## src/rtl/bkq_pkg.sv

```systemverilog
// Shared types and helpers for the branch-killable queue.
// Branch mask width comes from the global maxBrCount define.
`ifndef maxBrCount
`define maxBrCount 4
`endif

package bkq_pkg;

    localparam int MAX_BR = `maxBrCount;

    typedef logic [MAX_BR-1:0] br_mask_t;

    typedef struct packed {
        br_mask_t   br_mask;
        logic       uses_ldq;
        logic [5:0] rob_idx;
    } micro_op_t;

    typedef struct packed {
        br_mask_t resolve_mask;
        br_mask_t mispredict_mask;
    } br_update_b1_t;

    typedef struct packed {
        br_update_b1_t b1;
    } br_update_t;

    typedef struct packed {
        micro_op_t   uop;
        logic [31:0] addr;
        logic [31:0] data;
    } dcache_req_t;

    function automatic logic isKilledByBranch(
        input br_update_t bu,
        input br_mask_t   m
    );
        return |(m & bu.b1.mispredict_mask);
    endfunction

    function automatic br_mask_t getNewBrMask(
        input br_update_t bu,
        input br_mask_t   m
    );
        return m & ~bu.b1.resolve_mask;
    endfunction

    function automatic logic flush_fn(input micro_op_t u);
        return u.uses_ldq;
    endfunction

    // Number of set bits among the lowest n lanes (at most 4 lanes).
    function automatic logic [2:0] popcount_lanes(
        input logic [3:0] v,
        input int         n
    );
        logic [2:0] c;
        c = '0;
        for (int k = 0; k < 4; k++) begin
            if (k < n && v[k]) c = c + 3'd1;
        end
        return c;
    endfunction

endpackage

```

## src/rtl/bkq_enq_compactor.sv

```systemverilog
// Maps sparse enqueue lanes onto consecutive queue slots.
// Purely combinational; slot indices wrap modulo ENTRIES.
module bkq_enq_compactor
    import bkq_pkg::*;
#(
    parameter int ENTRIES   = 16,
    parameter int ENQ_WIDTH = 2,
    localparam int PW = (ENTRIES > 1) ? $clog2(ENTRIES) : 1,
    localparam int CW = $clog2(ENTRIES + 1)
) (
    input  logic [ENQ_WIDTH-1:0] valid,
    input  logic [PW-1:0]        enq_ptr,
    output logic [PW-1:0]        slot [ENQ_WIDTH],
    output logic [ENQ_WIDTH-1:0] wen,
    output logic [CW-1:0]        acc_count
);

    logic [3:0] v4;
    int         idx;

    // Each valid lane takes the next free slot after the lower valid lanes.
    always_comb begin
        v4  = '0;
        idx = 0;
        v4[ENQ_WIDTH-1:0] = valid;
        for (int i = 0; i < ENQ_WIDTH; i++) begin
            idx = int'(enq_ptr) + int'(popcount_lanes(v4, i));
            if (idx >= ENTRIES) idx = idx - ENTRIES;
            slot[i] = PW'(idx);
        end
        wen       = valid;
        acc_count = CW'(popcount_lanes(v4, ENQ_WIDTH));
    end

endmodule

```

## src/rtl/branch_killable_queue_mw.sv

```systemverilog
// Multi-wide enqueue, single dequeue queue with branch/flush kill.
// Dead entries at the head are dropped one per cycle.
module branch_killable_queue_mw
    import bkq_pkg::*;
#(
    parameter int  ENTRIES   = 16,
    parameter int  ENQ_WIDTH = 2,
    parameter bit  FLOW      = 1'b0,
    parameter type T         = dcache_req_t,
    localparam int PW = (ENTRIES > 1) ? $clog2(ENTRIES) : 1,
    localparam int CW = $clog2(ENTRIES + 1)
) (
    input  logic                 clock,
    input  logic                 reset,
    input  logic                 io_flush,
    input  br_update_t           io_brupdate,
    input  logic [ENQ_WIDTH-1:0] io_enq_valid,
    input  T                     io_enq_bits [ENQ_WIDTH],
    output logic                 io_enq_ready,
    output logic                 io_deq_valid,
    input  logic                 io_deq_ready,
    output T                     io_deq_bits,
    output logic                 io_empty,
    output logic [CW-1:0]        io_count
);

    T                     ram  [ENTRIES];
    micro_op_t            uops [ENTRIES];
    logic [ENTRIES-1:0]   alive;
    logic [PW-1:0]        enq_ptr;
    logic [PW-1:0]        deq_ptr;
    logic [CW-1:0]        count;

    micro_op_t            lane_uop [ENQ_WIDTH];
    logic [ENQ_WIDTH-1:0] lane_live;
    micro_op_t            head_uop;
    micro_op_t            out_uop;
    logic                 head_dead_now;
    logic                 bypass;
    logic                 bypass_take;
    logic                 head_drop;
    logic                 pop;
    logic [ENQ_WIDTH-1:0] comp_valid;
    logic [ENQ_WIDTH-1:0] wen;
    logic [PW-1:0]        slot [ENQ_WIDTH];
    logic [CW-1:0]        acc;
    logic [PW-1:0]        enq_ptr_nxt;
    logic [PW-1:0]        deq_ptr_nxt;
    int                   esum;

    assign io_empty = (count == '0);
    assign io_count = count;
    assign io_enq_ready =
        ({1'b0, count} + (CW+1)'(ENQ_WIDTH)) <= (CW+1)'(ENTRIES);

    bkq_enq_compactor #(
        .ENTRIES   (ENTRIES),
        .ENQ_WIDTH (ENQ_WIDTH)
    ) u_comp (
        .valid     (comp_valid),
        .enq_ptr   (enq_ptr),
        .slot      (slot),
        .wen       (wen),
        .acc_count (acc)
    );

    // Incoming lanes: resolved mask and whether they survive arrival.
    always_comb begin
        for (int i = 0; i < ENQ_WIDTH; i++) begin
            lane_uop[i] = io_enq_bits[i].uop;
            lane_uop[i].br_mask =
                getNewBrMask(io_brupdate, io_enq_bits[i].uop.br_mask);
            lane_live[i] =
                !isKilledByBranch(io_brupdate, io_enq_bits[i].uop.br_mask) &&
                !(io_flush && flush_fn(io_enq_bits[i].uop));
        end
    end

    // Head presentation, bypass, pop and lane gating.
    always_comb begin
        head_uop      = uops[deq_ptr];
        head_dead_now =
            isKilledByBranch(io_brupdate, head_uop.br_mask) ||
            (io_flush && flush_fn(head_uop));
        bypass      = FLOW && io_empty && io_enq_valid[0];
        bypass_take = bypass && (io_deq_ready || !lane_live[0]);
        head_drop   = !io_empty && !alive[deq_ptr];
        if (bypass) begin
            io_deq_valid = lane_live[0];
            io_deq_bits  = io_enq_bits[0];
            out_uop      = lane_uop[0];
        end else begin
            io_deq_valid = !io_empty && alive[deq_ptr] && !head_dead_now;
            io_deq_bits  = ram[deq_ptr];
            out_uop      = head_uop;
            out_uop.br_mask = getNewBrMask(io_brupdate, head_uop.br_mask);
        end
        io_deq_bits.uop = out_uop;
        pop = !io_empty && ((io_deq_valid && io_deq_ready) || head_drop);
        comp_valid = io_enq_ready ? io_enq_valid : '0;
        if (bypass_take) comp_valid[0] = 1'b0;
    end

    // Pointer advance with wrap for arbitrary depths.
    always_comb begin
        esum = int'(enq_ptr) + int'(acc);
        if (esum >= ENTRIES) esum = esum - ENTRIES;
        enq_ptr_nxt = PW'(esum);
        if (int'(deq_ptr) == ENTRIES - 1) deq_ptr_nxt = '0;
        else deq_ptr_nxt = deq_ptr + PW'(1);
    end

    // Control state: pointers, occupancy and per-entry liveness.
    always_ff @(posedge clock or negedge reset) begin
        if (!reset) begin
            enq_ptr <= '0;
            deq_ptr <= '0;
            count   <= '0;
            alive   <= '0;
        end else begin
            for (int j = 0; j < ENTRIES; j++) begin
                alive[j] <= alive[j] &&
                    !isKilledByBranch(io_brupdate, uops[j].br_mask) &&
                    !(io_flush && flush_fn(uops[j]));
            end
            if (pop) begin
                alive[deq_ptr] <= 1'b0;
                deq_ptr        <= deq_ptr_nxt;
            end
            for (int i = 0; i < ENQ_WIDTH; i++) begin
                if (wen[i]) alive[slot[i]] <= lane_live[i];
            end
            enq_ptr <= enq_ptr_nxt;
            count   <= count + acc - CW'(pop);
        end
    end

    // Payload storage; stored masks track resolutions every cycle.
    always_ff @(posedge clock) begin
        for (int j = 0; j < ENTRIES; j++) begin
            uops[j].br_mask <= getNewBrMask(io_brupdate, uops[j].br_mask);
        end
        for (int i = 0; i < ENQ_WIDTH; i++) begin
            if (wen[i]) begin
                ram[slot[i]]  <= io_enq_bits[i];
                uops[slot[i]] <= lane_uop[i];
            end
        end
    end

endmodule

```

## config.mk

```make
export PLATFORM = sky130hd
export DESIGN_NAME = branch_killable_queue_mw
export DESIGN_NICKNAME = d
export VERILOG_FILES = /design/src/rtl/bkq_pkg.sv /design/src/rtl/bkq_enq_compactor.sv /design/src/rtl/branch_killable_queue_mw.sv
export SDC_FILE = /design/constraint.sdc
export NUM_CORES = 2
export LEC_CHECK = 0
export CELL_PAD_IN_SITES_DETAIL_PLACEMENT = 1
export CELL_PAD_IN_SITES_GLOBAL_PLACEMENT = 1
export CORE_AREA = 2 2 366 368
export DETAILED_ROUTE_END_ITERATION = 7
export DIE_AREA = 0 0 368 370
export MAX_ROUTING_LAYER = met4
export PLACE_DENSITY_LB_ADDON = 0.1
export RECOVER_POWER = 25
export SLEW_MARGIN = 15
export SYNTH_ARGS = -nofsm -noshare
export SYNTH_HDL_FRONTEND = slang
export SYNTH_SLANG_ARGS = --single-unit
```

## constraint.sdc

```tcl
create_clock -name clock -period 10.1 [get_ports clock]
set_input_delay 2.02 -clock clock [delete_from_list [all_inputs] [get_ports clock]]
set_output_delay 2.02 -clock clock [all_outputs]
set_load 0.05 [all_outputs]
```

==> impl_metrics.ini <==
[outcome]
outcome = finished, violations left
violations = capacitance limit, slew limit

[grt]
grt-ovfl-total = 0
grt_pass1_vias = 52900
grt_pass1_wl_um = 358000
antenna_found_initial = 28
grt_max_degree = 100
grt_use_total = 0.372

[synthesis]
ys_ff_latch = 1229
yosysSeqAreaShare = 0.562
post-synth-top-area-cell = edfxtp_1
syn_inst = 6305
yosysWarnings = 0
synth.distinct_cells = 60
ys.flop_type = edfxtp_1
yosysMostFrequentCell = nand2_1
syn_avg_cell_area_um2 = 10.2
async_reset_ff_frac = 0.0236
synth_edf_count = 1136
syn-cell-area_mm2 = 0.0642
synth_area_leaders = edfxtp_1, nand2_1, mux4_2, clkbuf_1, dfxtp_1
synth_commonest_cells = nand2_1, edfxtp_1, clkbuf_1, mux4_2, nand3_1
synth_nets = 6490
yosys.area.top_type_share = 0.531

[final_layout]
synthToLayoutAreaGrowth_pct = 11.7
multi_input_area_mm2 = 0.0256
register_area_mm2 = 0.0361
drive_above_1_share = 0.113
nFillCells = 14100
fin_nets = 6294

[worst_setup_path]
crit_path_end_kind = flop
crit_fanout = 41
slowest_stage = clkbuf_1
worstPathArrival_ns = 9.01
critPathKind = input port to flop
critical_path_buf_inv_count = 5
crit_family = buffers and inverters
crit_path_start_kind = input port
crit_required_ns = 10.74
cp_cell_sequence = dlygate4sd3_1, nand3_1, inv_1, ha_1, ha_1, nor4b_1, clkbuf_1, nand3b_1, clkbuf_1, buf_4, nand3_1, nand2_1
slowest_delay_ns = 2.56

[clock_tree]
htree_levels = 4
cts_tree = built
cts_setup_buffers = 0
root_buffer = clkbuf_16
numCtsBuffers = 139
hold_buffers = 0
clk_pin_slew_ns = 0.06
clockBufferDepth = 3
clock-sinks = 1229
ctsResizeCount = 0
insertion_delay_ns = 0.79

[route]
drt-vias-per-instance = 6.29
routed_wirelength_um = 245000
vias = 50400
drt_iter0_markers = 6387
drcViolationCount = 0
wl_per_cell_um = 30.6
antenna_left = 0
first_pass_iters = 6

[placed_design]
portBuffers = 246
gp_congestion = 0.864
hpwl_um = 133000
dp_slack_ns = 2.57

[sta]
max_freq_mhz = 119
skew_ns = 0.0315
setup_tns_ns = 0
setup_ws_ns = 1.72
relSlewSlack = -1.53
period_minus_slack_ns = 8.38
finalHoldViolCount = 0
rsz0062_at_grt = no
period_share = 0.829
maxSlewViolCount = 700
worst_pin_slew_ns = 3.79
finalSetupViolCount = 0

[floorplanning]
rows = 134
initial_core_util = 0.485
pin_count = 247
dieArea_mm2 = 0.136
die_height_um = 370
core-area_mm2 = 0.132
die_w_um = 368

[run]
max-cap-violations = 21

[power]
ir_drop_mv = 0.313
powerDensity_mw_per_mm2 = 283
p_leak_nw = 28.0

[worst_hold_path]
holdCritPathClass = flop to flop
[worst paths after layout]
| check | from | endpoint | depth (start not counted) | slack (ns) |
|---|---|---|---|---|
| setup / recovery | io_enq_valid[0] | uops[0][1]$_DFFE_PP_ | 12 | 1.72 |
| max in group asynchronous | reset | deq_ptr[0]$_DFFE_PN0N_ | 2 | 6.33 |
| hold / removal | uops[13][8]$_DFF_P_ | uops[13][8]$_DFF_P_ | 2 | 0.54 |
| hold reg to reg | uops[13][8]$_DFF_P_ | uops[13][8]$_DFF_P_ | 2 | 0.54 |
| setup reg to reg | io_count[1]$_DFF_PN0_ | uops[0][1]$_DFFE_PP_ | 14 | 2.18 |
| min in group asynchronous | reset | io_count[4]$_DFF_PN0_ | 2 | 2.36 |
[cell usage in the layout (no fill, tap or decap), drive strengths merged, types with 9 or more instances in the layout]
cell / n
and3: 10
diode: 26
nor4: 14
a31oi: 14
ha: 19
nand4: 24
nand3: 127
a22oi: 44
nand2: 3342
mux4: 367
o21ai: 18
mux2i: 106
dlygate4sd3: 9
a21oi: 13
inv: 28
a211oi: 71
nor2: 82
dfrtp: 29
clkbuf: 205
buf: 106
clkinv: 50
edfxtp: 1136
nand3b: 10
dfxtp: 64
clkdlybuf4s50: 237
[per-stage QoR]
stage | power, mW | util | hold slack [ns] | std cells | instance area, um^2
detailed placement | 15.5 | 0.511 | 0.510 | 7736 | 67700
floorplan | 12.6 | - | 0.469 | 6305 | 64200
global placement | 15.3 | 0.511 | 0.498 | 7736 | 67700
global route | 20.9 | 0.542 | 0.569 | 8007 | 71700
finish | 20.3 | 0.542 | 0.537 | 8007 | 71700
CTS | 20.3 | 0.543 | 0.526 | 7981 | 71900
[power breakdown]
group	total, mW	switching, mW	internal, mW
clock network	4.91	2.15	2.76
registers	7.05	0.418	6.63
logic	8.37	5.38	2.99
total	20.3	7.95	12.4
[per-layer routing]
layer / part of all wire / vias to the layer above / GRT usage
li1: - / 21000 / -
met1: 0.39 / 26100 / 0.481
met2: 0.48 / 2744 / 0.582
met3: 0.094 / 541 / 0.0665
met4: 0.037 / 0 / 0.156
met5: 0 / - / -
[layout make-up]
cell class | instances | share of cell area
sequential | 1229 | 0.504
multi-input combinational | 4344 | 0.357
clock buffer | 184 | 0.0527
timing repair buffer | 373 | 0.0472
tap | 1768 | 0.0308
clock inverter | 61 | 0.00617
inverter | 22 | 0.00126
antenna | 26 | 0.000907
[kinds of logic after synthesis]
group / Yosys count / share of synthesized area
AND/OR/NAND/NOR: 3652 / 0.221
flip-flops: 1229 / 0.562
buffers and inverters: 732 / 0.0437
multiplexers: 478 / 0.146
AO/OA/AOI/OAI: 186 / 0.0211
adder cells (fa/ha/maj): 21 / 0.00432
XOR/XNOR: 7 / 0.000955
[worst register-to-register path: stages, from the launching register on]
cell and delay (ns):
dfrtp_1 0.46, ha_1 0.34, nor3b_2 0.29, a211o_1 0.31, nand3_1 0.93, inv_1 0.36
ha_1 0.25, ha_1 0.19, nor4b_1 0.08, clkbuf_1 0.40, nand3b_1 0.26, clkbuf_1 2.56
buf_4 1.05, nand3_1 0.20, nand2_1 0.12
[flip-flops by register name, summed over array words and instances, names as in the netlist]
| register | cells |
|---|---|
| deq_ptr | 4 |
| io_count | 5 |
| ram | 1024 |
| enq_ptr | 4 |
| alive | 16 |
| uops | 176 |
(Power assumes the default switching activity.)
